--- config.mk ---
export PLATFORM = sky130hd
export DESIGN_NAME = branch_redirect_ctrl
export DESIGN_NICKNAME = d
export VERILOG_FILES = /design/src/rtl/branch_redirect_ctrl.sv
export SDC_FILE = /design/constraint.sdc
export NUM_CORES = 1
export LEC_CHECK = 0
export ABC_AREA = 0
export CORE_MARGIN = 2
export CORE_UTILIZATION = 44
export DETAILED_ROUTE_END_ITERATION = 10
export PLACE_DENSITY = 0.77
export SETUP_SLACK_MARGIN = 0.3
export SLEW_MARGIN = 20
export SYNTH_ARGS = -nofsm -noshare
export SYNTH_HDL_FRONTEND = slang
export SYNTH_SLANG_ARGS = --single-unit
export TNS_END_PERCENT = 100
--- constraint.sdc ---
create_clock -name clk -period 2.1 [get_ports clk]
set_input_delay 0.21 -clock clk [delete_from_list [all_inputs] [get_ports clk]]
set_output_delay 0.21 -clock clk [all_outputs]
set_load 0.05 [all_outputs]
--- src/rtl/branch_redirect_ctrl.sv ---
// Redirect sequencer for EX-stage branch/jump resolution: drives the fetch redirect
// handshake, pipeline flushes and front-end stall, and keeps saturating perf counters.
module branch_redirect_ctrl #(
    parameter int PC_WIDTH  = 32,
    parameter int CNT_WIDTH = 16
) (
    input  logic                 clk,
    input  logic                 rst,
    input  logic                 ex_valid,
    input  logic [3:0]           ex_branch,
    input  logic                 ex_jalx,
    input  logic                 ex_taken,
    input  logic [PC_WIDTH-1:0]  ex_target,
    output logic                 redir_valid,
    output logic [PC_WIDTH-1:0]  redir_pc,
    input  logic                 redir_ready,
    output logic                 flush_if_id,
    output logic                 flush_id_ex,
    output logic                 front_stall,
    output logic                 misalign_err,
    input  logic                 cnt_clr,
    output logic [CNT_WIDTH-1:0] br_cnt,
    output logic [CNT_WIDTH-1:0] taken_cnt,
    output logic [CNT_WIDTH-1:0] jump_cnt
);

    typedef enum logic [0:0] {
        IDLE = 1'b0,
        HOLD = 1'b1
    } state_t;

    state_t                state_q, state_d;
    logic [PC_WIDTH-1:0]   hold_pc_q, hold_pc_d;
    logic [CNT_WIDTH-1:0]  br_cnt_q, br_cnt_d;
    logic [CNT_WIDTH-1:0]  taken_cnt_q, taken_cnt_d;
    logic [CNT_WIDTH-1:0]  jump_cnt_q, jump_cnt_d;

    logic resolve_s;
    logic aligned_s;
    logic redirect_req_s;
    logic misalign_s;

    function automatic logic [CNT_WIDTH-1:0] sat_next(
        input logic [CNT_WIDTH-1:0] cnt,
        input logic                 inc,
        input logic                 clr
    );
        logic [CNT_WIDTH-1:0] res;
        if (clr) begin
            res = {CNT_WIDTH{1'b0}};
        end else if (inc && (cnt != {CNT_WIDTH{1'b1}})) begin
            res = cnt + {{(CNT_WIDTH-1){1'b0}}, 1'b1};
        end else begin
            res = cnt;
        end
        return res;
    endfunction

    // Resolve qualification; EX contents are bubbles while a redirect is held.
    always_comb begin
        resolve_s      = ex_valid & (ex_branch[3] | ex_jalx) & (state_q == IDLE);
        aligned_s      = (ex_target[1:0] == 2'b00);
        redirect_req_s = resolve_s & ex_taken & aligned_s;
        misalign_s     = resolve_s & ex_taken & ~aligned_s;
    end

    // Next-state, held target and handshake outputs; everything forced low under reset.
    always_comb begin
        state_d      = state_q;
        hold_pc_d    = hold_pc_q;
        redir_valid  = 1'b0;
        redir_pc     = {PC_WIDTH{1'b0}};
        flush_if_id  = 1'b0;
        flush_id_ex  = 1'b0;
        front_stall  = 1'b0;
        misalign_err = 1'b0;
        case (state_q)
            IDLE: begin
                redir_valid  = redirect_req_s;
                redir_pc     = ex_target;
                flush_if_id  = redirect_req_s;
                flush_id_ex  = redirect_req_s;
                front_stall  = redirect_req_s & ~redir_ready;
                misalign_err = misalign_s;
                if (redirect_req_s && !redir_ready) begin
                    state_d   = HOLD;
                    hold_pc_d = ex_target;
                end else begin
                    state_d   = IDLE;
                end
            end
            HOLD: begin
                redir_valid  = 1'b1;
                redir_pc     = hold_pc_q;
                flush_if_id  = 1'b1;
                flush_id_ex  = 1'b1;
                front_stall  = 1'b1;
                if (redir_ready) begin
                    state_d = IDLE;
                end else begin
                    state_d = HOLD;
                end
            end
            default: begin
                state_d = IDLE;
            end
        endcase
        if (rst) begin
            redir_valid  = 1'b0;
            redir_pc     = {PC_WIDTH{1'b0}};
            flush_if_id  = 1'b0;
            flush_id_ex  = 1'b0;
            front_stall  = 1'b0;
            misalign_err = 1'b0;
        end else begin
            misalign_err = misalign_err;
        end
    end

    // Counter next values; a same-cycle clear beats the increment.
    always_comb begin
        br_cnt_d    = sat_next(br_cnt_q,    resolve_s & ex_branch[3],            cnt_clr);
        taken_cnt_d = sat_next(taken_cnt_q, resolve_s & ex_branch[3] & ex_taken, cnt_clr);
        jump_cnt_d  = sat_next(jump_cnt_q,  resolve_s & ex_jalx,                 cnt_clr);
    end

    // Counter outputs read zero while reset is held, even before the first edge.
    always_comb begin
        if (rst) begin
            br_cnt    = {CNT_WIDTH{1'b0}};
            taken_cnt = {CNT_WIDTH{1'b0}};
            jump_cnt  = {CNT_WIDTH{1'b0}};
        end else begin
            br_cnt    = br_cnt_q;
            taken_cnt = taken_cnt_q;
            jump_cnt  = jump_cnt_q;
        end
    end

    // State, held target and counter registers.
    always_ff @(posedge clk) begin
        if (rst) begin
            state_q     <= IDLE;
            hold_pc_q   <= {PC_WIDTH{1'b0}};
            br_cnt_q    <= {CNT_WIDTH{1'b0}};
            taken_cnt_q <= {CNT_WIDTH{1'b0}};
            jump_cnt_q  <= {CNT_WIDTH{1'b0}};
        end else begin
            state_q     <= state_d;
            hold_pc_q   <= hold_pc_d;
            br_cnt_q    <= br_cnt_d;
            taken_cnt_q <= taken_cnt_d;
            jump_cnt_q  <= jump_cnt_d;
        end
    end

endmodule
==> reports/summary.txt, run 1 <==
# fillers: 772
Crit-path max FO: 7
Wirelength per Cell: 16.9 um
Synth-to-Final Area Change: 53.0%
Final TNS setup: 0 ns
Post-synthesis share of cell area spent on full adders, half adders and majority gates: 0.817%
Initial antenna violation count: 1
Die area: 0.0113 sq mm
Vias in the first global route: 4586
H-tree depth: 3
Synth top area cells: dfxtp_1 35%, mux2i_1 10%, nor2_1 9.2%
Top-count cell post-synth: nor2_1
Worst Setup End Kind: flop
Period utilization: 90.0%
Largest family of logic cells by synthesized area: simple AND/OR/NAND/NOR gates
Setup violators final: 0
Cell Pwr Density: 473 mW/mm^2
Net Sw Frac: 27.6%
Clk slew on worst S/H paths: 0.08 ns
Synth top area share: 35.3%
Clock power frac: 34.3%
Synth Warn #: 0
Status: complete, no violations
Avg Inst Size Synth: 7.85 sq um
GR Overflow Total: 0
Std-Cell Rows: 37
Starting Density: 44.9%
DRC viols: 0
Clock Skew: 0.00876 ns
Final ANT Viol Nets: 0
Mapped Cells: 585
Worst Path Required: 2.39 ns
Max Cap Violations: 0
Height of the die: 106 um
Startpoint class of the critical path: flop
Antenna Cells: 0
Tmin final: 1.89 ns
Hold_ws: 0.481 ns
CTS root buf: clkbuf_8
Leakage: 2.44 nW
Clock net sink count: 81
Share of layout cells above drive strength 1: 28.9%
Count of final max-slew check failures: 0
Yosys reg bits: 81
Die width: 106 um
Area leader, netlist: dfxtp_1
Largest net degree at the start of global routing: 92
Synth Area in Simple Gates: 32.7%
CTS tree: done
Internal power: 0.00241 W
Ys async rst share: 0%
Number of I/O pins: 128
Synth cell count leaders: 112 x nor2_1, 81 x dfxtp_1, 46 x mux2i_1
First-pass detailed-route iteration total: 5
Register area: 0.00164 sq mm
CORE AREA: 0.0102 sq mm
Multi-input logic area: 0.00305 sq mm
Synth cell types: 42
CTS max path bufs: 2
Ys flop type: dfxtp_1
Post-synthesis mux area share: 10.0%
1st-iter DRT viols: 308
Worst hold-check path type: flop to flop
Combinational share of power: 18.9%
Synth Area in Compound Gates: 16.1%
CTS buffer count: 9
GRT Util Overall: 23.5%
Critical path data arrival time: 2.18 ns
Sw power: 0.000916 W
Number of synthesized flops with an enable pin: 0
Endpoints failing hold: 0
Relative slew slack: 63.5%
CP Class: flop to flop
RSZ-0062 raised after global routing: true
Clock Latency Late Sink: 0.36 ns
Port-buffer cells: 124
Final net count: 758
Vias per cell: 5.75
Post-synth net total: 631
Drt total wl: 14400 um
Seq/Total Area, Yosys: 35.3%
Detail Placement HPWL: 8920 um
First-pass GRT wire length: 21600 um
Peak VDD IR: 0.345 mV
DR vias: 4909
GP Congestion: 0.897
Worst Max-Slew Pin Slew: 0.543 ns
Sequential share of power: 46.7%
Post-synthesis xor/xnor area fraction: 0%
Post-Syn Area: 0.00459 sq mm
Max Freq: 0.529 GHz
## metrics by stage
stage | cells | power [W] | util, % | instance area [sq um] | setup WS, ns
2_1_floorplan | 585 | 0.00190 | - | 4760 | 0.133
3_3_place_gp | 825 | 0.00218 | 63.2 | 6460 | -0.0390
3_5_place_dp | 825 | 0.00219 | 63.2 | 6460 | -0.0983
4_1_cts | 849 | 0.00331 | 66.2 | 6770 | 0.200
5_1_grt | 853 | 0.00343 | 68.7 | 7030 | 0.0945
6_report | 853 | 0.00333 | 68.7 | 7030 | 0.210
## final timing paths
path             startpoint               to  slack [ns]  cells after the start
max reg2reg         state_q  taken_cnt_q[12]        0.21                      6
min          taken_cnt_q[8]   taken_cnt_q[8]        0.48                      1
max                 state_q  taken_cnt_q[12]        0.21                      6
min reg2reg  taken_cnt_q[8]   taken_cnt_q[8]        0.48                      1
## power groups by stage
stage	registers, W	clock network (W)	logic (W)
final	0.00155	0.00114	0.000629
after detailed placement	0.00159	0	0.000594
after global placement	0.00159	0	0.000585
after CTS	0.00156	0.00115	0.000609
after floorplan	0.00159	0	0.000310
after global routing	0.00156	0.00122	0.000661
## logic make-up (layout without fill, tap and decap cells)
logic type,Yosys count,after routing
AO/OA/AOI/OAI,107,107
adder cells (fa/ha/maj),3,3
buffers and inverters,57,189
flip-flops,81,81
multiplexers,46,46
AND/OR/NAND/NOR,291,291
## final cells by class
type | instances | share of cell area [%]
multi-input cells | 447 | 43.4
repair buffers | 161 | 27.5
flip-flops and latches | 81 | 23.4
well taps | 136 | 2.42
clock buffers | 13 | 2.12
inverters | 12 | 0.641
clock inverters | 3 | 0.570
## state kept, by name (all words and copies together) (netlist names)
| register | flops |
|---|---|
| taken_cnt_q | 16 |
| br_cnt_q | 16 |
| jump_cnt_q | 16 |
| state_q | 1 |
| hold_pc_q | 32 |
## critical path, cell delays in order (launching register included)
cell and delay [ns]:
dfxtp_4 0.37, nand3b_1 0.24, buf_4 0.20, nor4_2 0.25, buf_4 0.17, or3b_2 0.44, a21oi_1 0.15
## metal layers
layer	track usage (%)	routed length, um	vias up
li1	-	-	2365
met2	40.8	7090	171
met1	28.7	6090	2336
met3	5.46	846	35
met5	0	13	-
met4	7.61	372	2
## cells in the final DEF, fill, tap and decap left out, drive strengths merged, types with 9 or more instances in the layout
cell           synthesis  routed
o31ai                 13      13
nand2                 38      38
nand3                 12      12
clkbuf                41      19
nor2                 112     112
nor2b                 38      38
nand4                 13      13
dfxtp                 81      81
dlygate4sd2            0      30
mux2i                 46      46
buf                    4      87
a211oi                37      37
a21oi                 28      28
nor4                  10      10
clkdlybuf4s50          0      36
o41ai                  9       9
inv                   12      12
or3                   14      14
or4                   17      17
## what timing repair did
item,4_1_cts,5_1_grt
hold buffers,0,0
gates resized for setup,51,52
buffers inserted,6,0
cloned,2,4
pin swaps,7,10
setup endpoints to repair,85,79
(Power assumes the default switching activity.)
==> inputs of run 2 (changes only) <==
--- a/config.mk
+++ b/config.mk
@@ -6,6 +6,7 @@
 export NUM_CORES = 1
 export LEC_CHECK = 0
 export ABC_AREA = 0
+export CAP_MARGIN = 10
 export CORE_MARGIN = 2
 export CORE_UTILIZATION = 44
 export DETAILED_ROUTE_END_ITERATION = 10
==> results of run 2 <==
No change in the layout: final DEF, timing and power equal those of run 1.
